File: src/rtl/fpu_normalize_round.sv
// fpu_normalize_round: two-stage normalise-and-round stage shared by the FPU
// add/mul/fma datapaths.
//
//   Stage 1: leading-zero count, normalising left shift, exponent adjust.
//   Stage 2: guard/sticky extraction, IEEE-754 rounding, overflow and
//            underflow handling. This stage drives the out_* registers.
//
// Ports
//   clk, rst                   clock, asynchronous active-high reset
//   in_valid / in_ready        input handshake
//   in_sign                    result sign
//   in_exponent                signed biased exponent. in_mantissa[MSB] has weight 2^(exp-bias).
//   in_mantissa                unnormalised magnitude
//   in_sticky                  OR of bits already discarded upstream
//   in_round_mode              0 RNE, 1 RTZ, 2 RDN, 3 RUP, 4 RMM; 5-7 act as RNE
//   out_valid / out_ready      output handshake
//   out_sign/exponent/mantissa packed result fields
//   out_inexact/overflow/underflow  exception flags
//
// Build option
//   FPU_NORM_SUBNORMAL_EN      When this is defined, tiny results are denormalised and rounded.
//                              When it is undefined, tiny results flush to zero.
module fpu_normalize_round #(
  parameter int IN_WIDTH  = 47,
  parameter int MAN_WIDTH = 23,
  parameter int EXP_WIDTH = 8
) (
  input  logic                   clk,
  input  logic                   rst,
  input  logic                   in_valid,
  output logic                   in_ready,
  input  logic                   in_sign,
  input  logic [EXP_WIDTH+1:0]   in_exponent,
  input  logic [IN_WIDTH-1:0]    in_mantissa,
  input  logic                   in_sticky,
  input  logic [2:0]             in_round_mode,
  output logic                   out_valid,
  input  logic                   out_ready,
  output logic                   out_sign,
  output logic [EXP_WIDTH-1:0]   out_exponent,
  output logic [MAN_WIDTH-1:0]   out_mantissa,
  output logic                   out_inexact,
  output logic                   out_overflow,
  output logic                   out_underflow
);

  localparam int STAGES = 2;
  localparam int LZW    = $clog2(IN_WIDTH + 1);
  // one extra bit so exponent arithmetic can see its own wrap
  localparam int EXW    = EXP_WIDTH + 3;

  localparam logic [2:0] RM_RTZ = 3'd1;
  localparam logic [2:0] RM_RDN = 3'd2;
  localparam logic [2:0] RM_RUP = 3'd3;
  localparam logic [2:0] RM_RMM = 3'd4;

  typedef struct packed {
    logic                 sign;
    logic [EXP_WIDTH+1:0] exp;
    logic [IN_WIDTH-1:0]  norm;
    logic                 sticky;
    logic                 zero;
    logic [2:0]           rm;
  } s1_t;

  logic [STAGES:1] vld_pipe;
  logic            s2_advance;
  s1_t             s1_d, s1_q;

  assign s2_advance = !vld_pipe[2] || out_ready;
  assign in_ready   = !vld_pipe[1] || s2_advance;
  assign out_valid  = vld_pipe[2];

  // ---------------- stage 1: LZC + normalise ----------------
  logic [LZW-1:0] lz;
  logic [EXW-1:0] exp1_w;

  always_comb begin
    // scanning upward means the last hit is the most significant one
    lz = LZW'(IN_WIDTH);
    for (int i = 0; i < IN_WIDTH; i++)
      if (in_mantissa[i]) lz = LZW'(IN_WIDTH - 1 - i);
  end

  always_comb begin
    exp1_w      = {in_exponent[EXP_WIDTH+1], in_exponent} - EXW'(lz);
    s1_d        = '0;
    s1_d.sign   = in_sign;
    s1_d.norm   = in_mantissa << lz;
    s1_d.sticky = in_sticky;
    s1_d.zero   = (in_mantissa == '0) && !in_sticky;
    s1_d.rm     = in_round_mode;
    // The value can only leave the signed range toward the negative side, so clamp it there.
    // That case is hopelessly tiny in any event.
    if (exp1_w[EXW-1] != exp1_w[EXW-2])
      s1_d.exp = {1'b1, {(EXP_WIDTH+1){1'b0}}};
    else
      s1_d.exp = exp1_w[EXW-2:0];
  end

  // ---------------- stage 2: round + exceptions ----------------
  logic [MAN_WIDTH:0]   keep;
  logic                 guard, sticky, inexact;
  logic [IN_WIDTH-1:0]  rest;
  logic [EXP_WIDTH+1:0] e1;
  logic [EXW-1:0]       e1x, exp_r, exp_away;
  logic                 tiny, inc, carry, trunc, ovf;
  logic [MAN_WIDTH-1:0] frac;

  logic                 n_sign, n_inx, n_ovf, n_unf;
  logic [EXP_WIDTH-1:0] n_exp;
  logic [MAN_WIDTH-1:0] n_man;

`ifdef FPU_NORM_SUBNORMAL_EN
  localparam int DW = 2 * (MAN_WIDTH + 2);
  localparam int SW = $clog2(MAN_WIDTH + 3);
  logic [EXW-1:0] dist;
  logic [SW-1:0]  shamt;
  logic [DW-1:0]  dwide;
  logic           hid_r;
`endif

  // This returns true when the exponent is at or above the all-ones value.
  // It is read as a signed number.
  function automatic logic at_max(input logic [EXW-1:0] x);
    return !x[EXW-1] && ((x[EXW-2:EXP_WIDTH] != '0) || (&x[EXP_WIDTH-1:0]));
  endfunction

  always_comb begin
    e1     = s1_q.exp;
    e1x    = {e1[EXP_WIDTH+1], e1};
    keep   = s1_q.norm[IN_WIDTH-1 -: MAN_WIDTH+1];
    guard  = s1_q.norm[IN_WIDTH-MAN_WIDTH-2];
    rest   = s1_q.norm << (MAN_WIDTH + 2);
    sticky = (|rest) | s1_q.sticky;
    tiny   = e1[EXP_WIDTH+1] || (e1 == '0);

`ifdef FPU_NORM_SUBNORMAL_EN
    dist  = EXW'(1) - e1x;
    shamt = (dist > EXW'(MAN_WIDTH + 2)) ? SW'(MAN_WIDTH + 2) : dist[SW-1:0];
    dwide = '0;
    if (tiny) begin
      dwide  = {keep, guard, {(MAN_WIDTH+2){1'b0}}} >> shamt;
      keep   = dwide[DW-1 -: MAN_WIDTH+1];
      guard  = dwide[MAN_WIDTH+2];
      sticky = sticky | (|dwide[MAN_WIDTH+1:0]);
    end
`endif

    inexact = guard | sticky;

    // trunc=1: this mode never rounds the magnitude up, so an overflow
    // saturates to max finite instead of going to infinity.
    inc   = guard & (sticky | keep[0]);
    trunc = 1'b0;
    case (s1_q.rm)
      RM_RTZ: begin inc = 1'b0;                     trunc = 1'b1;        end
      RM_RDN: begin inc = s1_q.sign & inexact;      trunc = !s1_q.sign;  end
      RM_RUP: begin inc = !s1_q.sign & inexact;     trunc = s1_q.sign;   end
      RM_RMM: begin inc = guard;                    trunc = 1'b0;        end
      default: ;
    endcase

    carry    = (&keep) & inc;
    frac     = keep[MAN_WIDTH-1:0] + MAN_WIDTH'(inc);  // wraps to 0 on carry
    exp_r    = e1x + EXW'(carry);
    // exponent if the exact magnitude were rounded away from zero. This is used to
    // flag an overflow for a result whose exact value exceeds max finite
    // while the mode truncates it back.
    exp_away = e1x + EXW'((&keep) & inexact);
    ovf      = !tiny && (at_max(exp_r) || (trunc && at_max(exp_away)));

    n_sign = s1_q.sign;
    n_exp  = exp_r[EXP_WIDTH-1:0];
    n_man  = frac;
    n_inx  = inexact;
    n_ovf  = 1'b0;
    n_unf  = 1'b0;

`ifdef FPU_NORM_SUBNORMAL_EN
    hid_r = keep[MAN_WIDTH] | ((&keep[MAN_WIDTH-1:0]) & inc);
    if (tiny) begin
      n_exp = EXP_WIDTH'(hid_r);
      n_unf = inexact;
    end
`else
    if (tiny) begin
      n_exp = '0;
      n_man = '0;
      n_inx = 1'b1;
      n_unf = 1'b1;
    end
`endif

    if (ovf) begin
      n_ovf = 1'b1;
      n_inx = 1'b1;
      if (trunc) begin
        n_exp = {{(EXP_WIDTH-1){1'b1}}, 1'b0};
        n_man = '1;
      end else begin
        n_exp = '1;
        n_man = '0;
      end
    end

    if (s1_q.zero) begin
      n_exp = '0;
      n_man = '0;
      n_inx = 1'b0;
      n_ovf = 1'b0;
      n_unf = 1'b0;
    end
  end

  // ---------------- pipeline registers ----------------
  always_ff @(posedge clk or posedge rst) begin
    if (rst) begin
      vld_pipe      <= '0;
      s1_q          <= '0;
      out_sign      <= 1'b0;
      out_exponent  <= '0;
      out_mantissa  <= '0;
      out_inexact   <= 1'b0;
      out_overflow  <= 1'b0;
      out_underflow <= 1'b0;
    end else begin
      if (in_ready)             vld_pipe[1] <= in_valid;
      if (in_valid && in_ready) s1_q        <= s1_d;
      if (s2_advance)           vld_pipe[2] <= vld_pipe[1];
      if (s2_advance && vld_pipe[1]) begin
        out_sign      <= n_sign;
        out_exponent  <= n_exp;
        out_mantissa  <= n_man;
        out_inexact   <= n_inx;
        out_overflow  <= n_ovf;
        out_underflow <= n_unf;
      end
    end
  end

endmodule

File: config.mk
export PLATFORM = sky130hd
export DESIGN_NAME = fpu_normalize_round
export DESIGN_NICKNAME = d
export VERILOG_FILES = /design/src/rtl/fpu_normalize_round.sv
export SDC_FILE = /design/constraint.sdc
export NUM_CORES = 1
export LEC_CHECK = 0
export ABC_AREA = 1
export CAP_MARGIN = 30
export CORE_MARGIN = 2
export CORE_UTILIZATION = 62
export CTS_CLUSTER_DIAMETER = 100
export DETAILED_ROUTE_END_ITERATION = 10
export GPL_TIMING_DRIVEN = 0
export HOLD_SLACK_MARGIN = 0.02
export PLACE_DENSITY_LB_ADDON = 0.05
export SYNTH_ARGS = -nofsm -noshare
export SYNTH_HDL_FRONTEND = slang
export SYNTH_SLANG_ARGS = --single-unit
File: constraint.sdc
create_clock -name clk -period 10.6 [get_ports clk]
set_input_delay 1.06 -clock clk [delete_from_list [all_inputs] [get_ports clk]]
set_output_delay 1.06 -clock clk [all_outputs]
set_load 0.01 [all_outputs]
# [Yosys cells after proc, flatten, opt, wreduce, memory -nomap -nowiden]
# Index checks and enable logic that the tools add are counted.
[totals] regBits=100 latch_bits=0 mem_bits_rw=0 romBits=0 in_bits=66 output_inout_bits=37 elab_cells=125 n_memories=0
[op_classes] addsub=4 n_mul=0 div_mod_pow=0 magnitude_cmp=0 eq_ne=5 shifts=1 n_mux=65 n_bitwise=8 reduce_logical=28
[op_table] operator="$mux 6" n=45
[op_table] operator="$mux 23" n=4
[op_table] operator="$logic_not 47->1" n=1
[op_table] operator="$shl 47x6->47" n=1
[op_table] operator="$mux 8" n=3
[op_table] operator="$reduce_and 24->1" n=1
[op_table] operator="$add 23x1->23" n=1
[op_table] operator="$add 10x2->11" n=2
[op_table] operator="$reduce_or 22->1" n=1
[op_table] operator="$reduce_and 8->1" n=2
[op_table] operator="$sub 10x7->11" n=1
[op_table] operator="$logic_not 10->1" n=1
[op_table] operator="$mux 10" n=1
[op_table] operator="$mux 1" n=9
[op_table] operator="$logic_and 1x1->1" n=7
[op_table] operator="$logic_not 1->1" n=7
[op_table] operator="$eq 3x2->1 const B" n=2
[op_table] operator="$logic_or 1x1->1" n=6
[op_table] operator="$and 1x1->1" n=5
[op_table] operator="$pmux 1 s4" n=1
[op_table] operator="$reduce_bool 2->1" n=2
[op_table] operator="$eq 3x1->1 const B" n=1
[op_table] operator="$eq 3x3->1 const B" n=1
[op_table] operator="$or 1x1->1" n=3
[op_table] operator="other kinds (3)" n=3

# [Longest topological paths before layout]
# Gate-level depths: netlist of run 1.
[depth] ltp_word=50 depth_mapped=58 depth_no_buf=57

# [Worst setup path after synthesis of run 1]
# Ideal clock, no wire load.
[synth_timing] path_kind="input to register" start="in in_mantissa[1]" end="reg s1_q (netlist bit e1[3])" setup_time_ns=0.082 arrival_ns=5.033 t_required_ns=10.518 setup_slack_ns=5.484 path_stages=54 n_path_buf=1 cell_sequence="inv_2 nand2_1 nand2_1 nand2_1 nand2_1 nand2_1 nand2_1 nand2_1 nand2_1 nand2_1 nand2_1 nand2_1 nand2_1 nand2_1 nand2_1 nand2_1 nand2_1 nand2_1 (+18 left out) nand2_1 nand2_1 nand2_2 nand2_4 nand2_8 nand2_8 buf_6 ha_1 fa_1 o21ai_0 nand2_1 nand2_1 a21oi_1 a31oi_1 ha_1 nor2_1 o21ai_0 o22ai_1"
[synth_via] elab_chain_cells=49
[synth_lines] item="start, declared" line="34" text="input logic [IN_WIDTH-1:0] in_mantissa,"
[synth_lines] item="$mux 2 *" line="82" text="if (in_mantissa[i]) lz = LZW'(IN_WIDTH - 1 - i);"
[synth_lines] item="$mux 6 * (45 in a row)" line="82"
[synth_lines] item="$sub 10x7->11 *" line="86" text="exp1_w = {in_exponent[EXP_WIDTH+1], in_exponent} - EXW'(lz);"
[synth_lines] item="$ne 1x1->1" line="95" text="if (exp1_w[EXW-1] != exp1_w[EXW-2])"
[synth_lines] item="$mux 10 *" line="95"
[synth_lines] item="end signal, assigned" line="220" text="s1_q <= '0;"
[synth_lines] item="end signal, assigned" line="229" text="if (in_valid && in_ready) s1_q <= s1_d;"
[synth_lines] item="end, declared" line="68" text="s1_t s1_d, s1_q;"
# Mark *: on every way between the ends. The rest lies on a longest branch, timed or not.
# A chain may end at the register's enable or synchronous reset.

# [Final worst setup path of run 1]
[layout_timing] start="in in_mantissa[1]" end="reg s1_q (netlist bit e1[1])"
# The elaborated chain is that of the path after synthesis.

==> impl_metrics.toml, run 1 <==
[sta]
tightest_slew_ns = 0.7439
hold_viol = 0
rsz0062_at_grt = "no"
relSlewSlack_pct = 50.41
period_share_pct = 59.87
setup_tns_ns = 0
period_minus_slack_ns = 6.346
drv_slew = 0
fin_skew_ns = 0.005103
setup_viol = 0
fmax_ghz = 0.1576
hold_ws_ns = 0.5016

[floorplan]
io_pins = 103
initial_utilization_pct = 63.44
die_w_um = 120.2
core_area_mm2 = 0.01319
die_area_mm2 = 0.01444
fp.dieH_um = 120.2
row_count = 42

[finish]
finalNonFillerCells = 1641
layout.nets = 1542
drive_above_1_share_pct = 2.935
layout_commonest_cell = "nand2_1"
area_delta_synth_final_pct = 18.82
most-common-layout-cells = "nand2_1, nand3_1, inv_1"
design_area_mm2 = 0.009943
fillCellCount = 1020
multi_input_area_mm2 = 0.005039
regArea_mm2 = 0.002502
diodes = 0

[setup_path]
worstPathRequired_ns = 10.87
cp_max_fo = 10
startpoint_type = "input pin"
cp-end-kind = "register"
critPathKind = "input pin to register"
crit_top_cell = "nand3_1"
cp_slowest_cell = "clkbuf_1"
crit_family = "simple AND/OR/NAND/NOR gates"
crit_buf_inv = 6
arrival_ns = 6.62
cpPeakStageDelay_ns = 0.57

[routing]
wl_per_cell_um = 21.41
finalWirelength_um = 35130
dr_total_vias = 11015
drtPass1Iterations = 9
vias_per_cell = 6.712
final_antenna_net_count = 0
drc_errors = 0
drtIter0Drc = 2094

[clocking]
cts_buffers = 9
clockRootBuffer = "clkbuf_16"
clk_latency_ns = 0.36
cts_buffer_depth = 2
cts_tree = "built"
htreeDepth = 3
cts_hold_buf = 0
clkTransAtPathRegs_ns = 0.07
postCtsSetupRepairBufs = 0
cts_num_sinks = 100
cts_resized = 0

[logic_synthesis]
synth_top_area_share_pct = 29.90
syn-num-nets = 1428
ys_types = 49
yosys.area.top_type = "dfrtp_1"
synthCells = 1348
async_reset_ff_share_pct = 100.0
yosys_warnings = 0
synth_flop_cell = "dfrtp_1"
synth-seq-cells = 100
ys_seq_area_share_pct = 29.90
netlist_area_mm2 = 0.008368
synth_edf_count = 0
synth.area.top_cells = "dfrtp_1, nand3_1, nand2_1"
avgSynthCellArea_um2 = 6.208

[power]
finalPower_mw = 1.519
p_leak_nw = 4.876
power_density_mw_per_mm2 = 152.7
ir_drop_v = 0.0001032

[global_routing]
grt_pass1_wl_um = 55480
grt_pass1_vias = 10616
grt.total_usage_pct = 50.28
grt_max_degree = 64
grt_overflow = 0
antenna_found_initial = 0

[outcome]
status = "complete, no violations"

[placed_design]
dp.cells = 1627
placed_area_mm2 = 0.009639
gp_congestion = 1.142
hpwl_um = 24890
portBuffers = 102

[hold_path]
hold_path.class = "register to register"

[flow_run]
cap_violations = 0
-- per-stage QoR --
step,setup WS [ns],utilization (%)
global route,3.853,75.38
finish,4.254,75.38
CTS,4.447,75.38
floorplan,5.484,-
detailed placement,4.098,73.08
global placement,4.197,72.85
-- path summary, 6_finish.rpt --
kind,start,endpoint,slack (ns),cells after the start
worst max-delay path,in_mantissa[1],e1[1],4.25,39
worst max register to register,keep[9],out_mantissa[2],5.41,23
worst min-delay path,rest[45],rest[45],0.50,2
max in group asynchronous,rst,e1[8],8.82,3
worst min register to register,rest[45],rest[45],0.50,2
min in group asynchronous,rst,keep[13],1.11,2
-- worst reg2reg max path: stages, from the launching register on --
cell and delay, ns:
dfrtp_1 0.46, nand2_1 0.15, nor2_1 0.14, inv_1 0.10
nor4_1 0.32, nand4_1 0.23, a211oi_1 0.30, ha_1 0.24
nand3_1 0.14, nor2_1 0.33, nand2_1 0.13, xor2_1 0.21
a32o_1 0.20, nand2_1 0.23, inv_1 0.26, nor2_1 0.10
inv_1 0.14, nor2_1 0.08, inv_1 0.06, nand2_1 0.10
nor2_1 0.22, clkbuf_1 0.46, inv_1 0.19, o221ai_1 0.28
-- state kept, by name (all words and copies together), names as in the netlist --
name and flops:
out_overflow 1, s1_q 5, keep 24, out_sign 1, out_exponent 8, vld_pipe 2, out_underflow 1, n_sign 1
e1 10, out_mantissa 23, rest 22, out_inexact 1, guard 1
-- layer usage --
metal	global-route usage (%)	wire, µm	vias to the layer above
li1	-	-	4709
met1	55.59	11270	4820
met2	78.48	15610	1135
met3	14.53	4483	351
met4	44.93	3771	0
met5	0	0	-
-- synth_stat cells, drive strengths merged, types with 2 or more instances --
library cell / number
inv: 137
o311ai: 2
o21ai: 60
clkbuf: 38
xnor2: 6
ha: 13
clkinv: 2
nand4: 15
dfrtp: 100
o22ai: 13
nor2: 79
a31oi: 4
a31o: 2
buf: 28
a21oi: 41
a22o: 12
and2: 2
xor2: 19
nor3: 8
nand3: 330
nand2: 410
nor4: 14
-- cell type report --
cell class	instances	share of cell area, %
inverter	139	5.272
buffer	66	3.070
clock inverter	5	0.7928
tap	176	2.215
sequential	100	25.17
timing repair buffer	103	10.54
clock buffer	9	2.265
multi-input combinational	1043	50.67
-- cells by family after synthesis --
kind of cell,share of synthesized area [%]
buffers and inverters,9.883
AO/OA/AOI/OAI,10.06
flip-flops,29.90
adder cells (fa/ha/maj),2.183
AND/OR/NAND/NOR,45.35
XOR/XNOR,2.617
-- where the power goes --
| part | internal (mW) | total, mW | switching [mW] | leakage, nW |
|---|---|---|---|---|
| clock network | 0.204 | 0.350 | 0.146 | 0.151 |
| registers | 0.474 | 0.556 | 0.0820 | 1.25 |
| logic | 0.240 | 0.612 | 0.372 | 3.47 |
| total | 0.918 | 1.52 | 0.600 | 4.88 |
No activity file was read; power rests on OpenSTA's default activity.
==> run 2: changes to the inputs <==
- CORE_UTILIZATION: 62 -> 52
- clock period: 10.6 -> 5.2 ns (I/O delays scaled with it)
==> impl_metrics.toml, run 2 (synthesized netlist as in run 1, its figures left out) <==
[setup_path]
crit_buf_inv = 4
crit_top_cell = "nand3_1"
rrSetupSlack_ns = 0.45
arrival_ns = 5.05
cp_slowest_cell = "clkdlybuf4s50_1"
worstPathRequired_ns = 5.48
cp-end-kind = "register"
critPathKind = "input pin to register"
cpPeakStageDelay_ns = 0.41
cp_max_fo = 14
crit_family = "simple AND/OR/NAND/NOR gates"
startpoint_type = "input pin"

[finish]
diodes = 0
layout_commonest_cell = "nand2_1"
largest_reg_flops = 24
drive_above_1_share_pct = 4.484
area_delta_synth_final_pct = 20.51
most-common-layout-cells = "nand2_1, nand3_1, inv_1"
multi_input_area_mm2 = 0.005086
fillCellCount = 1586
layout.nets = 1547
regArea_mm2 = 0.002502

[outcome]
status = "complete, no violations"

[routing]
dr_total_vias = 9645
vias_per_cell = 5.714
drtPass1Iterations = 8
finalWirelength_um = 28990
wl_per_cell_um = 17.17
final_antenna_net_count = 0
drtIter0Drc = 1053
drc_errors = 0

[power]
ir_drop_v = 0.0002016
power_density_mw_per_mm2 = 288.7
p_leak_nw = 4.945
finalPower_mw = 2.911

[clocking]
htreeDepth = 3
cts_buffers = 9
clockRootBuffer = "clkbuf_16"
cts_tree = "built"
cts_hold_buf = 0
clk_latency_ns = 0.35
cts_buffer_depth = 2
clkTransAtPathRegs_ns = 0.07
cts_num_sinks = 100

[placed_design]
hpwl_um = 23820
gp_congestion = 1.101
portBuffers = 102

[global_routing]
met2_usage_pct = 58.95
grt_max_degree = 62
top_usage_layer = "met2"
grt.total_usage_pct = 34.30
grt_overflow = 0
met3_usage_pct = 5.008
grt_pass1_wl_um = 45440
grt_pass1_vias = 8807
met1_usage_pct = 42.24
antenna_found_initial = 0

[sta]
hold_ws_ns = 0.4809
drv_slew = 0
period_share_pct = 91.68
rsz0062_at_grt = "no"
relSlewSlack_pct = 50.53
period_minus_slack_ns = 4.767
tightest_slew_ns = 0.7352
fmax_ghz = 0.2098
hold_viol = 0
setup_viol = 0
fin_skew_ns = 0.01059

[floorplan]
io_pins = 103
initial_utilization_pct = 52.87
row_count = 46
die_w_um = 130.9
die_area_mm2 = 0.01712
core_area_mm2 = 0.01583
fp.dieH_um = 130.9

[hold_path]
hold_path.class = "register to register"

[flow_run]
cap_violations = 0
==> run 2: cell count changes in the layout (fill, tap and decap cells not counted), sizes merged <==
cell,before,now
buf,29,35
bufinv,2,0
clkbuf,47,49
clkdlybuf4s15,0,1
clkdlybuf4s50,102,96
clkinvlp,0,1
dlymetal6s2s,0,5
==> run 2: cell type report <==
cell class / count / share of cell area (%)
well taps: 216 / 2.680
flip-flops and latches: 100 / 24.81
plain buffers: 62 / 2.804
inverters: 139 / 5.198
multi-input cells: 1043 / 50.43
repair buffers: 112 / 11.19
clock inverters: 4 / 0.3350
clock buffers: 12 / 2.543
==> run 2: worst paths after layout <==
check | cells after the start | endpoint | start
setup / recovery | 38 | e1[6] | in_mantissa[6]
hold / removal | 2 | out_mantissa[6] | out_mantissa[6]
setup reg to reg | 23 | out_mantissa[2] | rest[38]
hold reg to reg | 2 | out_mantissa[6] | out_mantissa[6]
max in group asynchronous | 3 | out_mantissa[21] | rst
min in group asynchronous | 2 | rest[31] | rst
==> run 2: metal layers <==
metal  wire length, µm  part of all wire, %
met1             11790                   41
met4              1495                  5.2
met5                 0                    0
met2             13640                   47
met3              2057                  7.1
==> run 2: stage by stage <==
stage               util, %  cells  worst slack, ns  setup TNS, ns  area (µm²)
floorplan                 -   1348           0.6241              0        8368
global placement      61.03   1666          -0.6171         -5.136        9659
detailed placement    61.22   1667          -0.6789         -5.762        9689
CTS                   63.07   1682         0.005513              0        9982
global route          63.72   1688          0.01399              0       10080
finish                63.72   1688           0.4328              0       10080
==> run 2: where the power goes <==
group / total [mW] / switching [mW] / internal (mW)
registers: 1.10 / 0.134 / 0.966
logic: 1.17 / 0.672 / 0.499
clock network: 0.640 / 0.287 / 0.353
total: 2.91 / 1.09 / 1.82
==> run 2: what timing repair did <==
action,CTS,global route
setup endpoints to repair,9,11
pin swaps,1,9
endpoints found under the hold margin,0,0
setup buffers,0,9
gates resized for setup,4,25
==> run 2: tightest hold or removal path, delay by kind of cell, from the launching register on <==
| family | cells | cell delay (ns) |
|---|---|---|
| flops | 1 | 0.35 |
| simple gates | 2 | 0.10 |
